<file path="src/rtl/ssg_param.sv">
// rtl/ssg_param.sv - parametrised signal segment generator: builds {pad,len,type,rate,modm} and serialises it DO_W bits per beat
module ssg_param #(
    parameter int                 LEN_W     = 16,
    parameter int                 TYPE_W    = 4,
    parameter int                 RATE_W    = 4,
    parameter int                 MODM_W    = 4,
    parameter logic [RATE_W-1:0]  RATE_CODE = RATE_W'(4'hD),
    parameter logic [MODM_W-1:0]  MODM_CODE = MODM_W'(4'h1),
    parameter int                 PAD_W     = 4,
    parameter logic [PAD_W-1:0]   PAD_VAL   = '1,
    parameter bit                 PARITY_EN = 1'b0,
    parameter int                 DO_W      = 1,
    parameter int                 INIT_W    = 6,
    parameter bit                 MSB_FIRST = 1'b0
) (
    input  logic              clk_i,
    input  logic              rst_i,
    input  logic              clr_i,
    input  logic [LEN_W-1:0]  di_len_i,
    input  logic [TYPE_W-1:0] di_type_i,
    input  logic              di_vld_i,
    output logic              di_rdy_o,
    output logic [DO_W-1:0]   do_o,
    output logic              do_vld_o,
    input  logic              do_rdy_i,
    output logic              do_last_o,
    output logic [INIT_W-1:0] do_init_o,
    output logic              done_o,
    output logic              busy_o
);

    localparam int TOTAL_W = PAD_W + LEN_W + TYPE_W + RATE_W + MODM_W;
    localparam int DATA_W  = TOTAL_W - PAD_W;
    localparam int BEATS   = TOTAL_W / DO_W;
    localparam int CNT_W   = (BEATS > 1) ? $clog2(BEATS) : 1;
    localparam logic [CNT_W-1:0] LAST_CNT = CNT_W'(BEATS - 1);

    typedef enum logic {IDLE, SEND} state_t;

    state_t              state_q, state_d;
    logic [TOTAL_W-1:0]  sreg_q, sreg_d;
    logic [CNT_W-1:0]    cnt_q, cnt_d;
    logic [INIT_W-1:0]   init_q, init_d;
    logic                done_q, done_d;

    logic [DATA_W-1:0]   data;
    logic [PAD_W-1:0]    pad;
    logic [TOTAL_W-1:0]  frame;
    logic [TOTAL_W-1:0]  sreg_shift;
    logic [INIT_W-1:0]   frame_init;
    logic                accept;
    logic                advance;

    always_comb begin
        data = {di_len_i, di_type_i, RATE_CODE, MODM_CODE};
        pad  = PAD_VAL;
        if (PARITY_EN) begin
            pad[0] = ^data;
        end
        frame = {pad, data};
    end

    // The shift register always presents the next beat at the transmit-order head.
    generate
        if (MSB_FIRST) begin : g_msb
            assign do_o       = sreg_q[TOTAL_W-1 -: DO_W];
            assign sreg_shift = sreg_q << DO_W;
            assign frame_init = frame[INIT_W-1:0];
        end else begin : g_lsb
            assign do_o       = sreg_q[DO_W-1:0];
            assign sreg_shift = sreg_q >> DO_W;
            assign frame_init = frame[TOTAL_W-1 -: INIT_W];
        end
    endgenerate

    assign do_vld_o  = (state_q == SEND);
    assign busy_o    = (state_q == SEND);
    assign do_last_o = do_vld_o && (cnt_q == LAST_CNT);
    assign di_rdy_o  = (state_q == IDLE) | (do_vld_o & do_last_o & do_rdy_i);
    assign do_init_o = init_q;
    assign done_o    = done_q;

    assign accept  = di_vld_i & di_rdy_o & ~clr_i;
    assign advance = do_vld_o & do_rdy_i & ~clr_i;

    always_comb begin
        state_d = state_q;
        sreg_d  = sreg_q;
        cnt_d   = cnt_q;
        init_d  = init_q;
        done_d  = 1'b0;
        if (clr_i) begin
            state_d = IDLE;
            cnt_d   = '0;
        end else begin
            done_d = advance & do_last_o;
            if (advance) begin
                if (do_last_o) begin
                    state_d = IDLE;
                    cnt_d   = '0;
                end else begin
                    sreg_d = sreg_shift;
                    cnt_d  = cnt_q + CNT_W'(1);
                end
            end
            // A new frame taken on the last-beat edge overrides the return to IDLE.
            if (accept) begin
                state_d = SEND;
                sreg_d  = frame;
                cnt_d   = '0;
                init_d  = frame_init;
            end
        end
    end

    always_ff @(posedge clk_i or posedge rst_i) begin
        if (rst_i) begin
            state_q <= IDLE;
            sreg_q  <= '0;
            cnt_q   <= '0;
            init_q  <= '0;
            done_q  <= 1'b0;
        end else begin
            state_q <= state_d;
            sreg_q  <= sreg_d;
            cnt_q   <= cnt_d;
            init_q  <= init_d;
            done_q  <= done_d;
        end
    end

endmodule

</file>
<file path="config.mk">
export PLATFORM = sky130hd
export DESIGN_NAME = ssg_param
export DESIGN_NICKNAME = d
export VERILOG_FILES = /design/src/rtl/ssg_param.sv
export SDC_FILE = /design/constraint.sdc
export NUM_CORES = 1
export LEC_CHECK = 0
export ABC_AREA = 0
export CAP_MARGIN = 20
export CORE_MARGIN = 8
export CORE_UTILIZATION = 40
export DETAILED_ROUTE_END_ITERATION = 12
export GPL_TIMING_DRIVEN = 1
export MAX_ROUTING_LAYER = met4
export PLACE_DENSITY = 0.66
export REMOVE_ABC_BUFFERS = 1
export SETUP_SLACK_MARGIN = 0.4
export SLEW_MARGIN = 20
export SYNTH_ARGS = -nofsm -noshare
export SYNTH_HDL_FRONTEND = slang
export SYNTH_SLANG_ARGS = --single-unit
</file>
<file path="constraint.sdc">
create_clock -name clk_i -period 2.6 [get_ports clk_i]
set_clock_uncertainty 0.15 [all_clocks]
set_input_delay 0.26 -clock clk_i [delete_from_list [all_inputs] [get_ports clk_i]]
set_output_delay 0.26 -clock clk_i [all_outputs]
set_load 0.1 [all_outputs]
</file>
# Yosys cells after proc, flatten, opt, wreduce, memory -nomap -nowiden
# Cells that the tools add are included.
# totals
input_bits,25
regBits,42
# op_classes
n_eq_ne,2
n_addsub,1
bitwise_logic,10
n_mux,12
n_reduce_logical,7
# op_table
operator,n
$mux 32,3
$mux 5,4
$and 1x1->1,7
$reduce_bool 3->1,2
$add 5x1->5 const B,1
$eq 5x5->1 const B,1
$mux 1,5
$reduce_and 2->1,2
$reduce_and 3->1,1
$ne 2x1->1 const B,1
$not 1->1,2
$reduce_bool 2->1,1
$logic_and 1x1->1,1
$or 1x1->1,1

# Depth between registers and ports, before layout
# Gate-level depths: netlist of the first run.
# logic_depth
depth_word,9
depth_mapped,8

# Worst setup path before layout of the first run
# Ideal clock, no wire load.
# synth_path
path_type,reg-to-reg
start,register state_q (netlist: busy_o)
end,register sreg_q[16]
slack_ns,0.252
required_ns,2.320
stages_incl_launch_ff,7
path_buffers,2
synth_period_minus_slack_ns,2.348
t_arrival_ns,2.068
path_cell_list,dfrtp_1 -> buf_6 -> a21boi_4 -> inv_2 -> nand3_1 -> buf_2 -> a31oi_1
# synth_between
elab_chain_cells,8
# synth_rtl
item,line_no,source
from (decl),40,"state_t state_q, state_d;"
from (signal assigned),124,state_q <= state_d;
$logic_and 1x1->1,78,assign do_last_o = do_vld_o && (cnt_q == LAST_CNT);
$and 1x1->1 (2 in a row),79,assign di_rdy_o = (state_q == IDLE) | (do_vld_o & do_last_o & do_rdy_i);
$or 1x1->1 *,79,
named net di_rdy_o,22,"output logic di_rdy_o,"
$and 1x1->1 * (2 in a row),83,assign accept = di_vld_i & di_rdy_o & ~clr_i;
$ne 2x1->1 (no line) or $reduce_bool 2->1 (tied branches),-,
$reduce_and 3->1 (no line),-,
to (signal assigned),125,sreg_q <= sreg_d;
to (decl),41,"logic [TOTAL_W-1:0] sreg_q, sreg_d;"
# The timed path passes the listed nets; every way through them passes the cells marked *.
# A chain may end at the register's enable or synchronous reset.

# Worst setup path after layout of the first run
# layout_path
start,register cnt_q[0]
end,output di_rdy_o
# layout_between
elab_chain_cells,5
# layout_rtl
item,line_no,source
from (decl),42,"logic [CNT_W-1:0] cnt_q, cnt_d;"
from (signal assigned),126,cnt_q <= cnt_d;
$eq 5x5->1,78,
$logic_and 1x1->1,78,
$and 1x1->1 (2 in a row),79,
$or 1x1->1,79,
to (decl),22,
# No other way between the ends.

==> results.py, run 1 <==
metrics = {
    "sta": {
        "setup-tns-final_ns": 0,
        "fin_crit_sh": 0.823,
        "fin_ws_ns": 0.461,
        "setup_viol": 0,
        "hold_viol": 0,
        "period_needed_ns": 2.14,
        "rsz0062_at_grt": "false",
        "slew_violations": 0,
        "timing_worst_slew_pin_value_ns": 0.531,
        "relSlewSlack": 0.646,
        "max_freq_ghz": 0.468,
    },
    "yosys": {
        "syn_area_per_cell_sq_um": 11.1,
        "synth.area.top_cells": "dfrtp_1 52%, a221o_1 8.4%, nand2_1 5.7%",
        "yosysUniqueCellTypes": 35,
        "yosysWarnings": 0,
        "ys_ff_latch": 42,
        "syn_area_sq_um": 2020,
        "synthArstFlopShare": 1.00,
        "synth_edf_count": 0,
        "synth_top_area_share": 0.519,
        "yosysTopAreaCell": "dfrtp_1",
        "ys_seq_area_frac": 0.519,
        "syn_inst": 182,
        "synth_top_flop_cell": "dfrtp_1",
    },
    "worst_setup_path": {
        "slowest_delay_ns": 0.40,
        "critPathKind": "reg -> out",
        "cp.arrival_ns": 1.73,
        "cp-start-kind": "register",
        "crit_path_end_kind": "output port",
        "cp.required_ns": 2.19,
        "worstPathCellList": "ha_2, and3_4, ha_4, a21boi_4, inv_2, buf_12",
        "crit_path_top_delay_cell": "dfrtp_1",
        "worst-path-buf-inv": 2,
        "cp_top_family": "flip-flops",
        "crit_fanout": 6,
    },
    "placed_design": {
        "place_congestion": 0.756,
        "place_ws_ns": 0.388,
        "numPortBuffers": 36,
        "numPlacedInstances": 281,
        "place_hpwl_um": 2940,
    },
    "detailed_routing": {
        "drc_errors": 0,
        "wl_per_cell_um": 14.8,
        "ant_nets": 0,
        "routed_wl_um": 4330,
        "viasPerCell": 4.96,
        "firstDrtPassIters": 4,
        "vias": 1452,
        "drt_iter0_markers": 59,
    },
    "floorplan": {
        "fp-row-count": 26,
        "initial_core_util": 0.404,
        "core_area_sq_um": 5010,
        "die_h_um": 87.1,
        "die_x_um": 87.1,
        "io_pins": 37,
        "die-area_sq_um": 7590,
    },
    "final_layout": {
        "layout_commonest_cell": "dfrtp_1",
        "areaGrowthSynthToFinish_pct": 25.3,
        "num-fill-cells": 471,
        "fin_nets": 249,
        "drive_gt1_frac": 0.206,
        "diodes": 0,
        "mostFrequentLayoutCells": "42 x dfrtp_1, 31 x nand2_1, 24 x clkdlybuf4s50_1",
        "fin_cells": 293,
    },
    "cts": {
        "cts_hold_buf": 0,
        "cts_tree": "built",
        "htreeDepth": 2,
        "cts_buffer_depth": 2,
        "numCtsBuffers": 5,
        "clkSinkCount": 42,
        "clkTransAtPathRegs_ns": 0.09,
        "clock_latency_ns": 0.29,
        "root_buffer": "clkbuf_8",
    },
    "power": {
        "clkPwrFrac": 0.282,
        "power_density_nw_per_um2": 615,
        "internal_power_mw": 1.09,
        "irDropWorstVdd_mv": 0.298,
        "finalPower_mw": 1.56,
        "power_frac_comb": 0.212,
        "p_switching_mw": 0.468,
        "power_frac_seq": 0.506,
        "swShare": 0.299,
        "p_leak_nw": 1.11,
    },
    "status": {
        "status": "finished, final reports clean",
    },
    "global_routing": {
        "grt_pass1_vias": 1462,
        "grt_start_max_net_pins": 43,
        "track_usage": 0.124,
        "grt_pass1_wl_um": 7010,
        "gr-total-overflow": 0,
        "antenna_found_initial": 0,
    },
    "worst_hold_path": {
        "hp-class": "in -> async",
    },
    "run": {
        "maxCapViolCount": 0,
    },
}
[synth_stat cells (2+ instances only)]
cell      instances
nand4b_1          2
nand4_1           3
mux2i_1           2
and2_1            9
nand2b_1          2
and2_0            9
buf_4             4
buf_2             2
nand3_1          11
ha_1              2
and2b_1           2
inv_2             2
nor2_1            4
nor4_1            2
o31ai_1           2
inv_1             4
a31oi_1           3
mux2_2            2
a221o_1          17
a21oi_2           3
nand2_1          31
dfrtp_1          42
a21oi_1           3
buf_6             8
[per-stage QoR]
step | utilization | instance area, sq um | hold slack [ns]
global route | 0.506 | 2540 | 0.302
finish | 0.506 | 2540 | 0.244
global placement | 0.478 | 2390 | 0.309
CTS | 0.503 | 2520 | 0.257
detailed placement | 0.478 | 2390 | 0.324
floorplan | - | 1890 | 0.173
[worst paths after layout]
path / start / end / slack (ns) / cells after the start
min in group clk_i: sreg_q[31]$_DFFE_PP0P_ / sreg_q[31]$_DFFE_PP0P_ / 0.33 / 2
worst min-delay path: rst_i / sreg_q[7]$_DFFE_PP0P_ / 0.24 / 3
worst min register to register: sreg_q[31]$_DFFE_PP0P_ / sreg_q[31]$_DFFE_PP0P_ / 0.33 / 2
max in group asynchronous: rst_i / sreg_q[21]$_DFFE_PP0P_ / 1.70 / 3
worst max-delay path: cnt_q[0]$_DFFE_PP0P_ / di_rdy_o / 0.46 / 6
worst max register to register: cnt_q[0]$_DFFE_PP0P_ / sreg_q[17]$_DFFE_PP0P_ / 0.52 / 7
[final cells by class]
class | instances | area [sq um] | area share
clock buffer | 6 | 82.6 | 0.0325
clock inverter | 2 | 12.5 | 0.00493
inverter | 7 | 26.3 | 0.0104
multi-input combinational | 118 | 832 | 0.328
sequential | 42 | 1050 | 0.414
tap | 70 | 87.6 | 0.0345
timing repair buffer | 48 | 445 | 0.176
[power groups by stage]
stage,clock (mW),sequential (mW),combinational (mW)
4_1_cts,0.459,0.790,0.332
5_1_grt,0.486,0.801,0.357
3_3_place_gp,0,0.803,0.326
2_1_floorplan,0,0.867,0.149
3_5_place_dp,0,0.798,0.333
6_report,0.440,0.791,0.331
[registers in the layout, indices dropped and copies added, names as in the netlist]
register	flops
do_init_o	3
busy_o	1
cnt_q	5
sreg_q	32
done_o	1
[cells by family after synthesis]
kind of cell    after synthesis  synth area share
flops                        42             0.519
buf+inv                      22            0.0797
xor+xnor                      1           0.00433
simple gates                 79             0.208
compound gates               32             0.155
fa+ha+maj                     2            0.0124
mux                           4            0.0210
[what timing repair did]
item / CTS / global route
buffers inserted: 2 / 2
gates resized for setup: 3 / 1
pin swaps: 1 / 1
setup endpoints to repair: 17 / 11
[worst min-delay path, cell delays in order]
cell	delay, ns
clkdlybuf4s50_1	0.39
inv_1	0.05
buf_4	0.44
[layer usage]
metal / global-route usage / vias up / routed length, um
met3: 0.0340 / 2 / 120
met1: 0.148 / 703 / 2040
met2: 0.194 / 22 / 2130
met4: 0.0516 / 0 / 42
met5: - / - / 0
li1: - / 725 / -
Power figures use the tool's default switching activity.
==> inputs of run 2 (changes only) <==
Clock period 2.6 ns to 2.2 ns, I/O delays scaled along.
==> run 2 against run 1 <==
  * Core utilization up 5.6 points
  * Sequential cell count unchanged
  * Critical path type is now reg -> reg
  * Worst setup slack worse by 0.30 ns
==> results.py, run 2 (synthesis results as in run 1) <==
metrics = {
    "status": {
        "status": "finished, final reports clean",
    },
    "worst_setup_path": {
        "crit_path_end_kind": "register",
        "cp_top_family": "compound AO/OA/AOI/OAI gates",
        "worst-path-buf-inv": 0,
        "cp.required_ns": 2.23,
        "crit_path_top_delay_cell": "dfrtp_1",
        "worstPathCellList": "ha_2, and3_4, ha_4, and2b_4, o221ai_2, a221o_1",
        "cp.arrival_ns": 2.07,
        "cp-start-kind": "register",
        "slowest_delay_ns": 0.40,
        "crit_fanout": 6,
        "critPathKind": "reg -> reg",
    },
    "cts": {
        "cts_buffer_depth": 2,
        "cts_hold_buf": 0,
        "cts_tree": "built",
        "numCtsBuffers": 5,
        "htreeDepth": 2,
        "clock_latency_ns": 0.30,
        "clkSinkCount": 42,
        "root_buffer": "clkbuf_8",
        "clkTransAtPathRegs_ns": 0.09,
    },
    "floorplan": {
        "core_area_sq_um": 5010,
        "die-area_sq_um": 7590,
        "initial_core_util": 0.404,
        "fp-row-count": 26,
        "die_x_um": 87.1,
        "die_h_um": 87.1,
        "io_pins": 37,
    },
    "detailed_routing": {
        "drt_iter0_markers": 80,
        "ant_nets": 0,
        "viasPerCell": 5.28,
        "routed_wl_um": 4880,
        "wl_per_cell_um": 16.0,
        "firstDrtPassIters": 4,
        "drc_errors": 0,
        "vias": 1611,
    },
    "final_layout": {
        "mostFrequentLayoutCells": "42 x dfrtp_1, 31 x nand2_1, 24 x clkdlybuf4s50_1",
        "drive_gt1_frac": 0.268,
        "design_area_sq_um": 2820,
        "largest_reg_flops": 32,
        "top_register": "sreg_q",
        "fin_nets": 261,
        "fin_cells": 305,
        "diodes": 0,
        "areaGrowthSynthToFinish_pct": 39.2,
        "layout_commonest_cell": "dfrtp_1",
    },
    "power": {
        "p_leak_nw": 1.22,
        "power_frac_seq": 0.439,
        "power_density_nw_per_um2": 755,
        "irDropWorstVdd_mv": 0.472,
        "clkPwrFrac": 0.347,
        "swShare": 0.281,
        "internal_power_mw": 1.53,
        "p_switching_mw": 0.599,
        "power_frac_comb": 0.214,
        "finalPower_mw": 2.13,
    },
    "global_routing": {
        "gr-total-overflow": 0,
        "antenna_found_initial": 0,
        "grt_pass1_vias": 1617,
        "grt_pass1_wl_um": 7950,
        "track_usage": 0.138,
        "grt_start_max_net_pins": 43,
    },
    "sta": {
        "slew_violations": 0,
        "fin_crit_sh": 0.925,
        "timing_worst_slew_pin_value_ns": 0.533,
        "relSlewSlack": 0.645,
        "period_needed_ns": 2.04,
        "max_freq_ghz": 0.491,
        "hold_viol": 0,
        "setup_viol": 0,
        "rsz0062_at_grt": "true",
        "fin_ws_ns": 0.165,
    },
    "placed_design": {
        "place_congestion": 0.786,
        "numPortBuffers": 36,
        "numPlacedInstances": 286,
        "place_area_sq_um": 2450,
        "place_hpwl_um": 2850,
        "place_ws_ns": 0.0204,
    },
    "worst_hold_path": {
        "hp-class": "in -> async",
    },
    "run": {
        "maxCapViolCount": 0,
    },
}
==> run 2: changes by cell type in the layout (fill, tap and decap cells not counted), moves of 2 or more <==
cell	previous run	this run
buf_6	0	6
mux2_4	0	2
mux2_2	2	0
buf_12	2	4
bufinv_16	0	2
o221ai_4	1	3
==> run 2: metrics by stage <==
step,TNS (ns),hold slack (ns),util
CTS,0,0.249,0.553
global route,0,0.271,0.563
finish,0,0.218,0.563
floorplan,-32.14,0.133,-
detailed placement,0,0.317,0.490
global placement,0,0.307,0.490
==> run 2: power groups by stage <==
stage	clock, mW	sequential (mW)	combinational, mW
5_1_grt	0.790	0.949	0.493
3_3_place_gp	0	0.949	0.396
2_1_floorplan	0	1.02	0.176
6_report	0.739	0.935	0.456
3_5_place_dp	0	0.945	0.404
4_1_cts	0.753	0.933	0.444
==> run 2: final timing paths <==
path / start / cells past startpoint / end / slack, ns
worst min register to register: sreg_q[31]$_DFFE_PP0P_ / 2 / sreg_q[31]$_DFFE_PP0P_ / 0.34
worst max register to register: cnt_q[1]$_DFFE_PP0P_ / 6 / sreg_q[25]$_DFFE_PP0P_ / 0.16
worst min-delay path: rst_i / 3 / sreg_q[20]$_DFFE_PP0P_ / 0.22
worst max-delay path: cnt_q[1]$_DFFE_PP0P_ / 6 / sreg_q[25]$_DFFE_PP0P_ / 0.16
min in group clk_i: sreg_q[31]$_DFFE_PP0P_ / 2 / sreg_q[31]$_DFFE_PP0P_ / 0.34
max in group asynchronous: rst_i / 3 / done_o$_DFF_PP0_ / 1.31
==> run 2: area by class of cell <==
type / instances / area (sq um)
multi-input cells: 121 / 932
fillers: 441 / 2190
flip-flops and latches: 42 / 1050
clock inverters: 3 / 68.8
clock buffers: 5 / 68.8
inverters: 7 / 30.0
repair buffers: 57 / 581
well taps: 70 / 87.6
==> run 2: tightest hold or removal path, delay by kind of cell <==
kind	cells	cell delay, ns
buffers and inverters	3	0.90
==> run 2: what timing repair did <==
item	in CTS	in global routing
gates resized for setup	19	3
pin swaps	10	7
cloned	3	1
buffers inserted	4	3
endpoints found under the setup margin	38	43
==> run 2: routing by layer <==
metal | up-vias | track usage | share of wire
li1 | 760 | - | -
met1 | 805 | 0.175 | 0.45
met2 | 39 | 0.206 | 0.49
met3 | 7 | 0.0274 | 0.037
met4 | 0 | 0.0641 | 0.019
met5 | - | - | 0
